==> src/rtl/feeder_pkg.sv <==
// Shared definitions for the activation skew feeder: the batch-framing
// state encoding and the width helper for the drain down-counter.
package feeder_pkg;

  // IDLE waits for the first vector of a batch, STREAM accepts one vector
  // per cycle, DRAIN flushes the skew lines after the final vector.
  typedef enum logic [1:0] {
    IDLE   = 2'd0,
    STREAM = 2'd1,
    DRAIN  = 2'd2
  } feeder_state_t;

  // The drain counter must hold SIZE-1. One extra bit keeps SIZE=1 legal,
  // which would otherwise give a zero-width counter.
  function automatic int DRAIN_CNT_W(input int size);
    return $clog2(size) + 1;
  endfunction

endpackage

==> src/rtl/skew_line.sv <==
// Fixed-depth delay line carrying one activation lane plus its valid flag.
// A vector entering at stage 0 appears on the output DEPTH cycles later.
module skew_line #(
  parameter int DEPTH      = 1,
  parameter int DATA_WIDTH = 8
) (
  input  logic                  clk,
  input  logic                  rst,
  input  logic [DATA_WIDTH-1:0] data_i,
  input  logic                  valid_i,
  output logic [DATA_WIDTH-1:0] data_o,
  output logic                  valid_o
);

  logic [DATA_WIDTH-1:0] data_q [DEPTH];
  logic [DEPTH-1:0]      valid_q;

  // Shift every stage one step toward the output; reset empties the line so
  // a discarded batch never leaks into the array.
  always_ff @(posedge clk or posedge rst) begin
    if (rst) begin
      for (int i = 0; i < DEPTH; i++) begin
        data_q[i] <= '0;
      end
      valid_q <= '0;
    end else begin
      data_q[0]  <= data_i;
      valid_q[0] <= valid_i;
      for (int i = 1; i < DEPTH; i++) begin
        data_q[i]  <= data_q[i-1];
        valid_q[i] <= valid_q[i-1];
      end
    end
  end

  assign data_o  = data_q[DEPTH-1];
  assign valid_o = valid_q[DEPTH-1];

endmodule

==> src/rtl/act_skew_feeder.sv <==
// Upstream feeder for the systolic matrix-multiply array. Accepts one
// activation vector per cycle and presents it diagonally skewed: row r is
// delayed r cycles behind row 0, with zeros in every empty slot. Batches are
// framed by in_last; after the last vector the skew lines are drained and
// done pulses as the final element reaches the bottom row.
module act_skew_feeder
  import feeder_pkg::*;
#(
  parameter int SIZE       = 2,
  parameter int DATA_WIDTH = 8
) (
  input  logic                  clk,
  input  logic                  rst,
  input  logic                  in_valid,
  output logic                  in_ready,
  input  logic [DATA_WIDTH-1:0] in_data [SIZE],
  input  logic                  in_last,
  output logic [DATA_WIDTH-1:0] data_out [SIZE],
  output logic [SIZE-1:0]       row_valid,
  output logic                  busy,
  output logic                  done
);

  localparam int             CntW    = DRAIN_CNT_W(SIZE);
  localparam logic [CntW-1:0] CntLoad = CntW'(SIZE - 1);

  feeder_state_t   state_q, state_d;
  logic [CntW-1:0] cnt_q, cnt_d;
  logic            handshake;

  // Readiness depends on the state register alone, so there is no path from
  // in_valid back to in_ready.
  assign in_ready  = (state_q != DRAIN);
  assign handshake = in_valid && in_ready;
  assign busy      = (state_q != IDLE);
  assign done      = (state_q == DRAIN) && (cnt_q == '0);

  // State and drain-counter registers; reset abandons any batch in flight.
  always_ff @(posedge clk or posedge rst) begin
    if (rst) begin
      state_q <= IDLE;
      cnt_q   <= '0;
    end else begin
      state_q <= state_d;
      cnt_q   <= cnt_d;
    end
  end

  // Batch framing: the last accepted vector loads SIZE-1 so DRAIN lasts
  // exactly SIZE cycles, ending on the cycle the bottom row shows its data.
  always_comb begin
    state_d = state_q;
    cnt_d   = cnt_q;
    unique case (state_q)
      IDLE, STREAM: begin
        if (handshake) begin
          if (in_last) begin
            state_d = DRAIN;
            cnt_d   = CntLoad;
          end else begin
            state_d = STREAM;
          end
        end
      end
      DRAIN: begin
        if (cnt_q == '0) begin
          state_d = IDLE;
        end else begin
          cnt_d = cnt_q - CntW'(1);
        end
      end
      default: begin
        state_d = IDLE;
      end
    endcase
  end

  // One delay line per row, depth r+1; a cycle without a handshake pushes a
  // zero bubble so unused slots never carry stale data.
  for (genvar r = 0; r < SIZE; r++) begin : g_row
    logic [DATA_WIDTH-1:0] lane_in;

    assign lane_in = handshake ? in_data[r] : '0;

    skew_line #(
      .DEPTH      (r + 1),
      .DATA_WIDTH (DATA_WIDTH)
    ) u_line (
      .clk     (clk),
      .rst     (rst),
      .data_i  (lane_in),
      .valid_i (handshake),
      .data_o  (data_out[r]),
      .valid_o (row_valid[r])
    );
  end

endmodule

==> config.mk <==
export PLATFORM = sky130hd
export DESIGN_NAME = act_skew_feeder
export DESIGN_NICKNAME = d
export VERILOG_FILES = /design/src/rtl/feeder_pkg.sv /design/src/rtl/skew_line.sv /design/src/rtl/act_skew_feeder.sv
export SDC_FILE = /design/constraint.sdc
export NUM_CORES = 1
export LEC_CHECK = 0
export CAP_MARGIN = 15
export CORE_MARGIN = 4
export CORE_UTILIZATION = 63
export DETAILED_ROUTE_END_ITERATION = 6
export DONT_BUFFER_PORTS = 1
export GPL_TIMING_DRIVEN = 0
export PLACE_DENSITY = 0.77
export SKIP_LAST_GASP = 1
export SLEW_MARGIN = 0
export SYNTH_ARGS = -nofsm -noshare
export SYNTH_HDL_FRONTEND = slang
export SYNTH_SLANG_ARGS = --single-unit
==> constraint.sdc <==
create_clock -name clk -period 2.1 [get_ports clk]
set_clock_uncertainty 0.1 [all_clocks]
set_input_delay 0.105 -clock clk [delete_from_list [all_inputs] [get_ports clk]]
set_output_delay 0.105 -clock clk [all_outputs]
set_load 0.05 [all_outputs]
=== Yosys cells after proc, flatten, opt, wreduce, memory -nomap -nowiden ===
Cells that the tools add are included.

* Add/subtract/negate cells: 1
* Equal/unequal tests: 7
* Mux-type cells: 10
* Reductions and logical operators: 9

{| class="wikitable"
|+ Operators by type and width
! cell !! number
|-
| 2-to-1 mux 8 bit || 2
|-
| 2-to-1 mux 2 bit || 6
|-
| case mux 2 bit (2 select lines) || 2
|-
| inequality test 2 bit (second input constant) || 3
|-
| zero test 2 bit || 2
|-
| inequality test 2 x 1 -> 1 bit (second input constant) || 2
|-
| AND reduction 4 bit || 1
|-
| nonzero test 2 bit || 2
|-
| equality test 2 x 1 -> 1 bit (second input constant) || 1
|-
| equality test 2 bit (second input constant) || 1
|-
| logical AND 1 bit || 2
|-
| AND reduction 2 bit || 1
|-
| OR reduction 2 bit || 1
|-
| subtractor 2 x 1 -> 2 bit (second input constant) || 1
|}

* Register bits after elaboration: 31
* Input bits: 20
* Output and inout port bits: 21
* Logic and storage cells: 34

=== Longest topological paths before layout ===
* Depth in word-level cells: 4
* Depth in mapped cells: 4
* Mapped depth without buffers: 4

=== Cells and area by module ===
From an unflattened synthesis, not the netlist that was laid out.

* Cells, all modules: 78
* Area total of the unflattened synthesis: 1126.1 sq um

{| class="wikitable"
|+ By module, submodules not included
! module !! times used !! cells an instance !! area an instance (sq um) !! sequential area each (sq um)
|-
| skew_line at g_row[1].u_line || 1 || 27 || 514.2 || 450.4
|-
| act_skew_feeder || 1 || 41 || 382.9 || 100.1
|-
| skew_line at g_row[0].u_line || 1 || 10 || 229.0 || 225.2
|}

=== Worst setup path before layout ===
OpenSTA, ideal clock, no wires.

* Kind: register to output
* Start: reg state_q[0]
* End: out done
* Data arrival time: 1193 ps
* Required time: 1895 ps
* Path slack: 702 ps
* Cell stages (with the launch flop): 4
* Path buffers: 1
* Path through: dfrtp_1 -> nor2b_4 -> buf_2 -> and2_1

* Word-level cells in the longest chain between the ends: 2

{| class="wikitable"
|+ RTL lines
! element !! line !! RTL
|-
| start: declaration || act_skew_feeder.sv:27 || <nowiki>feeder_state_t state_q, state_d;</nowiki>
|-
| start signal: assignment || act_skew_feeder.sv:44 || <nowiki>state_q <= state_d;</nowiki>
|-
| equality test 2 bit || act_skew_feeder.sv:36 || <nowiki>assign done = (state_q == DRAIN) && (cnt_q == '0);</nowiki>
|-
| logical AND 1 bit || act_skew_feeder.sv:36 ||
|-
| end: declaration || act_skew_feeder.sv:21 || <nowiki>output logic done</nowiki>
|}

Every way passes these cells.

=== Worst setup path after layout ===
* Start: reg state_q[1]
* End: out done

Same word-level chain as after synthesis.

==> reports/results.ini <==
[run_status]
status=complete, no violations

[grt]
use_met2=0.2863
overflow=0
grt_pass1_wl_um=2898
grt_pass1_vias=650
grt_use_met3=0.1054
use_met1=0.1610
antenna_found_initial=0
busiest_layer=met2
grt_max_degree=31
grt_usage=0.1706

[clocking]
cts_setup_buffers=0
cts_buffers=5
cts_buffer_depth=2
numClockSinks=30
tritoncts=yes
cts_resized=0
clkLatencyLatePin_ns=0.32
clk_pin_slew_worst_paths_ns=0.09
h-tree-depth=2
cts.hold.buffers_added=18
clock-root-buffer=clkbuf_4

[pwr]
power.switching_uw=618.3
power_frac_seq=0.492
ir_worst_vdd_mv=0.9779
p_comb_frac=0.300
p_sw_frac=0.3749
p_int_uw=1031
p_leak_uw=0.0007284
power_frac_clock=0.208
p_per_area_nw_per_um2=1181

[synth]
synth-edff-count=0
synthFlopType=dfrtp_1
ys_seq_area_frac=0.6772
synth_common_cells=30 x dfrtp_1, 16 x and3b_1, 10 x buf_4
yosysUniqueCellTypes=20
ys_async_sr_fraction=1.000
netlist_instances=77
synth_top_area_share=0.6772
yosys_warnings=0
yosysMostFrequentCell=dfrtp_1
syn_nets=98
synth_top_area_cell=dfrtp_1
syn-cell-area_um2=1109
synth_area_leaders=dfrtp_1 68%, and3b_1 13%, buf_4 6.8%
syn_area_per_cell_um2=14.40
synth_seq_cells=30

[worst_setup_path]
rrSetupSlack_ns=0.64
crit_arrival_ns=1.71
critPathRequiredTime_ns=1.89
r2r-end=cnt_q[1]
path_class=flop to output pin
worstPathMaxFanout=10
crit_path_max_incr_delay_ns=0.46
r2r_cells=4
crit_chain=nor2b_4 -> buf_2 -> and2_1
cpMaxStageDelayCell=and2_1
crit_buf_inv=1
cp_top_family=simple AND/OR/NAND/NOR gates
startpoint_type=flop
cp-end-kind=output pin
timing.rr.start=cnt_q[0]

[detailed_routing]
vias=626
firstDrtPassIters=4
routed_via_density=5.217
drc=0
wirelength_um=1798
wl_per_cell_um=14.98
ant_nets=0
drt_iter0_markers=8

[timing]
worst_slew_pin_slew_ns=0.4917
finalSetupViolations=0
fmax_mhz=523.5
finalHoldViolations=0
rsz0062_at_grt=false
fin_crit_sh=0.9097
slew_violations=0
period_minus_slack_ns=1.910
tns_ns=0
relSlewSlack=0.6745

[floorplanning]
core-area_um2=1577
row_count=14
ioPinCount=41
dieWidth_um=49.95
die_h_um=49.95
die_area_um2=2495
start_util=0.7032

[layout]
antenna_cells=0
seqCellArea_um2=750.7
multi_input_area_um2=255.2
drive_gt1_frac=0.2212
final_cells=120
nNetsFinal=124
nFillCells=71
area_growth_syn_to_layout_pct=25.96

[place]
placed_cells=93
hpwl_um=1073
place_congestion=0.6486
port_buffers=0

[min_path]
hp-class=primary input to async pin

[job]
max_cap_viol_count=0

-- through the flow --
stage	instance area [µm²]	worst slack [ns]	hold slack [ns]	power [µW]	util
floorplan	1109	0.7020	0.09531	1229	-
CTS	1369	0.1668	0.04818	1651	0.8683
finish	1396	0.1896	0.01178	1649	0.8857
global route	1396	0.06604	0.006777	1739	0.8857
detailed placement	1129	0.5505	0.1007	1285	0.7159
global placement	1129	0.5697	0.09639	1269	0.7159
-- cells by family after synthesis --
| family | synth area share |
|---|---|
| AOI/OAI and AO/OA | 0.02032 |
| adders and majority gates | 0.01128 |
| buffers and inverters | 0.09254 |
| DFF | 0.6772 |
| and+or+nand+nor | 0.1986 |
-- power by group through the flow --
| stage | Sequential (µW) | Clock, µW | Combinational [µW] |
|---|---|---|---|
| 5_1_grt | 823 | 384 | 532 |
| 4_1_cts | 810 | 351 | 489 |
| 2_1_floorplan | 806 | 0 | 424 |
| 3_5_place_dp | 822 | 0 | 463 |
| 6_report | 811 | 343 | 494 |
| 3_3_place_gp | 816 | 0 | 453 |
-- state kept, by name, summed over array words and instances, names as in the netlist --
signal and cells:
g_row.u_line.data_o 16, g_row.u_line.data_q 8, cnt_q 2, g_row.u_line.valid_q 2
state_q 2
-- layer usage --
metal / vias to the layer above / wire length [µm] / part of all wire
met2: 30 / 920 / 0.51
li1: 296 / - / -
met4: 0 / 23 / 0.013
met1: 296 / 697 / 0.39
met5: - / 0 / 0
met3: 4 / 157 / 0.087
-- worst max-delay path by stage --
| stage | depth (start not counted) | slack (ns) | end | start |
|---|---|---|---|---|
| floorplan | 3 | 0.70 | done | state_q[0] |
| global placement | 3 | 0.57 | done | state_q[1] |
| detailed placement | 3 | 0.55 | done | state_q[1] |
| CTS | 3 | 0.17 | done | state_q[1] |
| global route | 3 | 0.07 | done | state_q[1] |
| finish | 3 | 0.19 | done | state_q[1] |
-- layout by cell type (no fill, tap or decap) --
master         instances
clkbuf_4               5
inv_1                  4
dlygate4sd3_1         18
buf_4                 10
buf_2                  1
nor2b_1                1
or2_2                  1
clkinv_2               1
clkbuf_1               3
and2_1                 1
nor2_1                 1
nand3b_1               1
and3b_1               16
buf_16                 1
clkbuf_8               1
nor4b_1                1
ha_1                   1
or3b_4                 1
nor2b_4                1
nand2_1                1
a211oi_1               1
and4bb_2               1
a31o_1                 1
a31oi_1                1
dfrtp_1               30
-- final cells by class --
cell class / instances / area share
well taps: 16 / 0.01434
repair buffers: 19 / 0.1487
flip-flops and latches: 30 / 0.5376
clock inverters: 1 / 0.003584
plain buffers: 13 / 0.06272
inverters: 4 / 0.01075
clock buffers: 7 / 0.03943
multi-input cells: 30 / 0.1828
No activity file was read; power rests on OpenSTA's default activity.
